### src/rtl/parking_sensor_conditioner.sv
// Gate-sensor front end for smart_parking: synchronise, debounce and edge-detect
// two raw sensors, queue one event per channel, and issue the events as
// non-overlapping one-cycle pulses separated by a hold-off gap.
module parking_sensor_conditioner #(
  parameter int unsigned DEBOUNCE_CYCLES = 4,
  parameter int unsigned CNT_W           = 8,
  parameter int unsigned GAP_CYCLES      = 2
) (
  input  logic clk,
  input  logic rst,
  input  logic raw_entry,
  input  logic raw_exit,
  input  logic ctrl_ready,
  input  logic err_clr,
  output logic sensor_entry,
  output logic sensor_exit,
  output logic entry_pend,
  output logic exit_pend,
  output logic entry_ovr,
  output logic exit_ovr
);

  localparam int unsigned GapW = (GAP_CYCLES > 1) ? $clog2(GAP_CYCLES) : 1;
  localparam logic [GapW-1:0]  GapLast = GapW'((GAP_CYCLES > 0) ? GAP_CYCLES - 1 : 0);
  localparam logic [CNT_W-1:0] DebLast = CNT_W'(DEBOUNCE_CYCLES - 1);

  typedef enum logic [1:0] {StIdle, StPulse, StGap} state_e;

  // Channel index 0 = entry, 1 = exit.
  logic [1:0]       raw;
  logic [1:0]       sync1_q, sync2_q;
  logic [1:0]       stable_q, stable_prev_q;
  logic [CNT_W-1:0] cnt_q [2];
  logic [1:0]       rise;
  logic [1:0]       pend_q, ovr_q;
  logic [1:0]       grant;
  state_e           state_q;
  logic             last_grant_q;  // 0 = entry, 1 = exit
  logic [GapW-1:0]  gap_q;

  assign raw  = {raw_exit, raw_entry};
  assign rise = stable_q & ~stable_prev_q;

  assign entry_pend = pend_q[0];
  assign exit_pend  = pend_q[1];
  assign entry_ovr  = ovr_q[0];
  assign exit_ovr   = ovr_q[1];

  // Two-flop synchroniser and debounce: stable follows sync2 only after it has
  // differed for DEBOUNCE_CYCLES consecutive cycles.
  always_ff @(posedge clk or posedge rst) begin
    if (rst) begin
      sync1_q       <= '0;
      sync2_q       <= '0;
      stable_q      <= '0;
      stable_prev_q <= '0;
      cnt_q[0]      <= '0;
      cnt_q[1]      <= '0;
    end else begin
      sync1_q       <= raw;
      sync2_q       <= sync1_q;
      stable_prev_q <= stable_q;
      for (int i = 0; i < 2; i++) begin
        if (sync2_q[i] == stable_q[i]) begin
          cnt_q[i] <= '0;
        end else if (cnt_q[i] == DebLast) begin
          stable_q[i] <= sync2_q[i];
          cnt_q[i]    <= '0;
        end else begin
          cnt_q[i] <= cnt_q[i] + CNT_W'(1);
        end
      end
    end
  end

  // Grant decision, only meaningful in idle with the controller ready; ties go
  // to the channel that was not served last.
  always_comb begin
    grant = 2'b00;
    if (state_q == StIdle && ctrl_ready) begin
      if (&pend_q) begin
        grant = last_grant_q ? 2'b01 : 2'b10;
      end else begin
        grant = pend_q;
      end
    end
  end

  // Pending and sticky overrun flags; a rise landing on a grant edge re-queues
  // the new event instead of counting as an overrun.
  always_ff @(posedge clk or posedge rst) begin
    if (rst) begin
      pend_q <= '0;
      ovr_q  <= '0;
    end else begin
      for (int i = 0; i < 2; i++) begin
        pend_q[i] <= rise[i] | (pend_q[i] & ~grant[i]);
        ovr_q[i]  <= (ovr_q[i] & ~err_clr) | (rise[i] & pend_q[i] & ~grant[i]);
      end
    end
  end

  // Issue FSM with registered pulse outputs: one pulse cycle, then the gap.
  always_ff @(posedge clk or posedge rst) begin
    if (rst) begin
      state_q      <= StIdle;
      last_grant_q <= 1'b1;
      gap_q        <= '0;
      sensor_entry <= 1'b0;
      sensor_exit  <= 1'b0;
    end else begin
      unique case (state_q)
        StIdle: begin
          if (|grant) begin
            state_q      <= StPulse;
            sensor_entry <= grant[0];
            sensor_exit  <= grant[1];
            last_grant_q <= grant[1];
          end
        end
        StPulse: begin
          sensor_entry <= 1'b0;
          sensor_exit  <= 1'b0;
          gap_q        <= '0;
          state_q      <= (GAP_CYCLES > 0) ? StGap : StIdle;
        end
        StGap: begin
          if (gap_q == GapLast) begin
            state_q <= StIdle;
          end else begin
            gap_q <= gap_q + GapW'(1);
          end
        end
        default: state_q <= StIdle;
      endcase
    end
  end

endmodule

### config.mk
export PLATFORM = sky130hd
export DESIGN_NAME = parking_sensor_conditioner
export DESIGN_NICKNAME = d
export VERILOG_FILES = /design/src/rtl/parking_sensor_conditioner.sv
export SDC_FILE = /design/constraint.sdc
export NUM_CORES = 1
export LEC_CHECK = 0
export CORE_MARGIN = 8
export CORE_UTILIZATION = 30
export CTS_CLUSTER_SIZE = 12
export DETAILED_ROUTE_END_ITERATION = 12
export PLACE_DENSITY_LB_ADDON = 0.3
export SYNTH_ARGS = -nofsm -noshare
export SYNTH_HDL_FRONTEND = slang
export SYNTH_SLANG_ARGS = --single-unit
export TNS_END_PERCENT = 1
### constraint.sdc
create_clock -name clk -period 1.8 [get_ports clk]
set_input_delay 0.45 -clock clk [delete_from_list [all_inputs] [get_ports clk]]
set_output_delay 0.45 -clock clk [all_outputs]
set_load 0.05 [all_outputs]
# Word level (Yosys, flattened, before mapping)
# Index checks and enable logic that the tools add are counted.
[word_totals] memories=0 latch_bits=0 rom_bits=0 elab_cells=71 out_inout_bits=6 ram_bits=0 register_bits=34 in_bits=6
[op_classes] multipliers=0 shift=0 n_bitwise=19 muxes=16 reduce_logical=11 div_mod_pow=0 n_eq_ne=8 order_cmp=0 n_addsub=3
[ops] op="2-to-1 mux 8 bit" count=4
[ops] op="adder 8 x 1 -> 8 bit (second input constant)" count=2
[ops] op="equality test 8 x 2 -> 1 bit (second input constant)" count=2
[ops] op="AND reduction 2 bit" count=6
[ops] op="2-to-1 mux 2 bit" count=5
[ops] op="bitwise AND 1 bit" count=8
[ops] op="one-hot mux 1 bit (2 select lines)" count=3
[ops] op="one-hot mux 2 bit (3 select lines)" count=1
[ops] op="NOT 1 bit" count=5
[ops] op="bitwise OR 1 bit" count=4
[ops] op="nonzero test 2 bit" count=2
[ops] op="2-to-1 mux 1 bit" count=3
[ops] op="bitwise AND 2 bit" count=1
[ops] op="equality test 1 bit" count=2
[ops] op="equality test 2 x 1 -> 1 bit (second input constant)" count=1
[ops] op="equality test 2 bit (second input constant)" count=1
[ops] op="zero test 2 bit" count=1
[ops] op="!= test 2 x 1 -> 1 bit (second input constant)" count=1
[ops] op="!= test 2 bit (second input constant)" count=1
[ops] op="NOT 2 bit" count=1
[ops] op="OR reduction 2 bit" count=1
[ops] op="adder 1 bit (second input constant)" count=1
[ops] op="logical AND 1 bit" count=1

# Longest topological paths before layout
[logic_depth] ltp_word=6 ltp_mapped=5 ltp_nobuf=5

# Least setup slack after synthesis
# No wires, ideal clock.
[synth_timing] path_type="register to register" startpoint="register cnt_q[8] (netlist bit)" endpoint="register stable_q[0]" path_slack_ns=0.138 stages_incl_launch_ff=5 required_time_ns=1.675 synth_period_minus_slack_ns=1.662 setup_time_ns=0.125 arrival_time_ns=1.538 n_path_buf=0 cell_sequence="dfrtp_1 -> ha_1 -> or4b_4 -> nor4_2 -> mux2_2"
[synth_via] elab_chain_len=2
[synth_lines] item="start, declared" line_no="33" text="logic [CNT_W-1:0] cnt_q [2];"
[synth_lines] item="start signal, assigned by index" line_no="70" text="cnt_q[i] <= cnt_q[i] + CNT_W'(1);"
[synth_lines] item="equality test 8 x 2 -> 1 bit" line_no="66" text="end else if (cnt_q[i] == DebLast) begin"
[synth_lines] item="AND reduction 2 bit (no source line)"
[synth_lines] item="end signal, assigned by index" line_no="67" text="stable_q[i] <= sync2_q[i];"
[synth_lines] item="end, declared" line_no="32" text="logic [1:0] stable_q, stable_prev_q;"
# Every way passes these cells.
# A chain may end at the register's enable or synchronous reset.

# Worst setup path after layout
[layout_timing] startpoint="register cnt_q[0] (netlist bit)" endpoint="register stable_q[1]"
# Same word-level chain as after synthesis.

==> flow_summary.ini <==
[status]
outcome = complete, no violations

[timing]
hold_violations = 0
slew_viol_final = 0
fmax_mhz = 588.5
fin_crit_ns = 1.699
rsz0062_at_grt = false
min_period_over_period_pct = 94.41
final.setup_skew_ns = 0.001862
setup-tns-final_ns = 0
setup_violations = 0
relSlewSlack_pct = 71.86
tightest_slew_ns = 0.4221

[detailed_routing]
routed_wl_mm = 2.737
drt.antenna.violating_nets = 0
route.detailed.drc = 0
viasPerCell = 4.668
vias = 1041
drt-initial-drc-count = 24
wl_per_cell_um = 12.27
first_pass_iters = 4

[cts]
h-tree-depth = 2
cts_buffer_depth = 2
hold_buffers = 0
worstSkewPairLatency_ns = 0.28
cts_buffers = 5
tritoncts = built
path_clk_slew_ns = 0.07
cts_root_buf = clkbuf_8
clock-sinks = 34

[pwr]
leakagePower_nw = 0.8162
seq_power_share_pct = 39.1
power_density_nw_per_um2 = 1534
p_switching_mw = 1.038
netSwitchingFraction_pct = 35.70
combPwrFrac_pct = 38.6
p_int_mw = 1.870
irDropWorstVdd_mv = 0.5424
clock_power_share_pct = 22.4

[synth]
async_flop_share_pct = 100.0
synth_common_cells = dfrtp_1 (33), nor2_1 (9), o21ai_0 (9), nand3_1 (8)
synthCells = 128
synth_nets = 141
synth_flop_cell = dfrtp_1
synth.avg_cell_area_um2 = 11.98
ys_warn_count = 0
synth_seq_cells = 34
ys_top_cells_by_area = dfrtp_1 (54%), ha_1 (5.7%), mux2_2 (3.7%)
netlist_area_um2 = 1534
synth_most_common_cell = dfrtp_1
seq_area_frac_synth_pct = 55.55
synth_cell_types = 26
synth_edf_count = 0
yosys.area.top_type = dfrtp_1
synth_top_area_share_pct = 53.83

[grt]
grt_pass1_vias = 1099
grt.met1_usage_pct = 9.475
grt_busiest_layer = met2
grtUsageMet3_pct = 3.774
antenna_found_initial = 0
grt_usage_pct = 8.128
grt_max_degree = 35
grt-ovfl-total = 0
grt_pass1_wl_mm = 4.878
use_met2_pct = 12.81

[run]
drv_cap = 0

[cells_and_area]
fillers = 527
area_delta_synth_final_pct = 23.57
nets = 165
drive_above_1_share_pct = 22.88
final_cells = 223
antenna_cells = 0

[die]
core.rowCount = 26
initial_core_util_pct = 30.62
dieWidth_um = 87.51
die-area_um2 = 7657
io_pins = 12
core_area_um2 = 5010
die_h_um = 87.51

[placement]
gp_congestion = 0.7796
dpl.hpwl_mm = 1.979
io_buffers = 11
dp_cells = 214

[critical_path]
required_ns = 1.97
crit_type = register to register
arrival_ns = 1.87
path_buf_inv = 0
critical_path_peak_fanout = 3
path_delay_family = simple AND/OR/NAND/NOR gates
worstPathCellList = ha_2 > or4b_4 > nor4_4 > mux2_2
worst_path_max_delay_cell = or4b_4
startpoint_type = register
cp-end-kind = register
critPathMaxStageDelay_ns = 0.51

[hold_path]
hp-class = register to register
[flip-flops by register name, summed over array words and instances (netlist names), 2 cells and up]
register       flops
sync2_q            2
stable_prev_q      2
ovr_q              2
stable_q           2
sync1_q            2
cnt_q             16
state_q            2
pend_q             2
[kinds of logic (layout without fill, tap and decap cells)]
family / after synthesis / after routing / synth area share, %
mux: 5 / 5 / 3.670
buf+inv: 7 / 32 / 1.713
compound gates: 26 / 26 / 13.38
flops: 34 / 34 / 55.55
simple gates: 41 / 41 / 15.42
fa+ha+maj: 7 / 7 / 5.709
xor+xnor: 8 / 8 / 4.568
[area by class of cell]
| cell class | count | area [um^2] | area share [%] |
|---|---|---|---|
| clock buffer | 8 | 110.1 | 5.809 |
| timing repair buffer | 17 | 152.6 | 8.053 |
| tap | 70 | 87.58 | 4.620 |
| multi-input combinational | 87 | 666.9 | 35.18 |
| sequential | 34 | 852.1 | 44.95 |
| inverter | 7 | 26.28 | 1.386 |
[power by group through the flow]
stage                     Sequential [mW]  Combinational, mW  Clock (mW)
after floorplan                      1.33              0.581           0
after global placement               1.14               1.07           0
final                                1.14               1.12       0.651
after detailed placement             1.15               1.12           0
after global routing                 1.17               1.25       0.715
after CTS                            1.14               1.12       0.678
[timing repair]
item,4_1_cts,5_1_grt
endpoints found under the setup margin,0,1
setup buffers,0,1
resized for setup,0,2
[placed cells by master, fill, tap and decap left out, types with 3 or more instances in the layout]
master and n:
nand2_1 6, nand2b_1 3, a21oi_1 6, dfrtp_1 33
ha_1 6, o21ai_0 9, nand3_1 8, xor2_1 6
clkdlybuf4s50_1 5, nor2_1 9, inv_1 7, clkbuf_8 8
buf_4 11, mux2_2 5, or3_1 6
[stage by stage]
step | hold WS [ns] | worst slack (ns) | cell area (um^2) | total power, mW | util [%]
3_5_place_dp | 0.3442 | 0.03873 | 1767 | 2.270 | 35.26
2_1_floorplan | 0.3312 | 0.1378 | 1534 | 1.909 | -
5_1_grt | 0.3660 | 0.01837 | 1896 | 3.135 | 37.84
3_3_place_gp | 0.3357 | 0.08339 | 1767 | 2.210 | 35.26
4_1_cts | 0.3599 | 0.03155 | 1877 | 2.937 | 37.46
6_report | 0.3550 | 0.1006 | 1896 | 2.909 | 37.84
[routing by layer]
metal / wire length, um / part of all wire (%) / vias to the layer above
met5: 0 / 0 / -
met4: 38 / 1.4 / 0
met1: 1267 / 46 / 507
met2: 1272 / 46 / 23
li1: - / - / 505
met3: 158 / 5.8 / 6
[final timing paths]
| check | start | endpoint | slack (ns) | depth (start not counted) |
|---|---|---|---|---|
| min | sync1_q[1]$_DFF_PP0_ | sync2_q[1]$_DFF_PP0_ | 0.36 | 0 |
| min in group asynchronous | rst | cnt_q[3]$_DFF_PP0_ | 0.57 | 3 |
| max in group asynchronous | rst | last_grant_q$_DFFE_PP1P_ | 0.90 | 3 |
| max | cnt_q[0]$_DFF_PP0_ | stable_q[1]$_DFFE_PP0P_ | 0.10 | 4 |
| min reg2reg | sync1_q[1]$_DFF_PP0_ | sync2_q[1]$_DFF_PP0_ | 0.36 | 0 |
| max reg2reg | cnt_q[0]$_DFF_PP0_ | stable_q[1]$_DFFE_PP0P_ | 0.10 | 4 |
(Power assumes the default switching activity.)
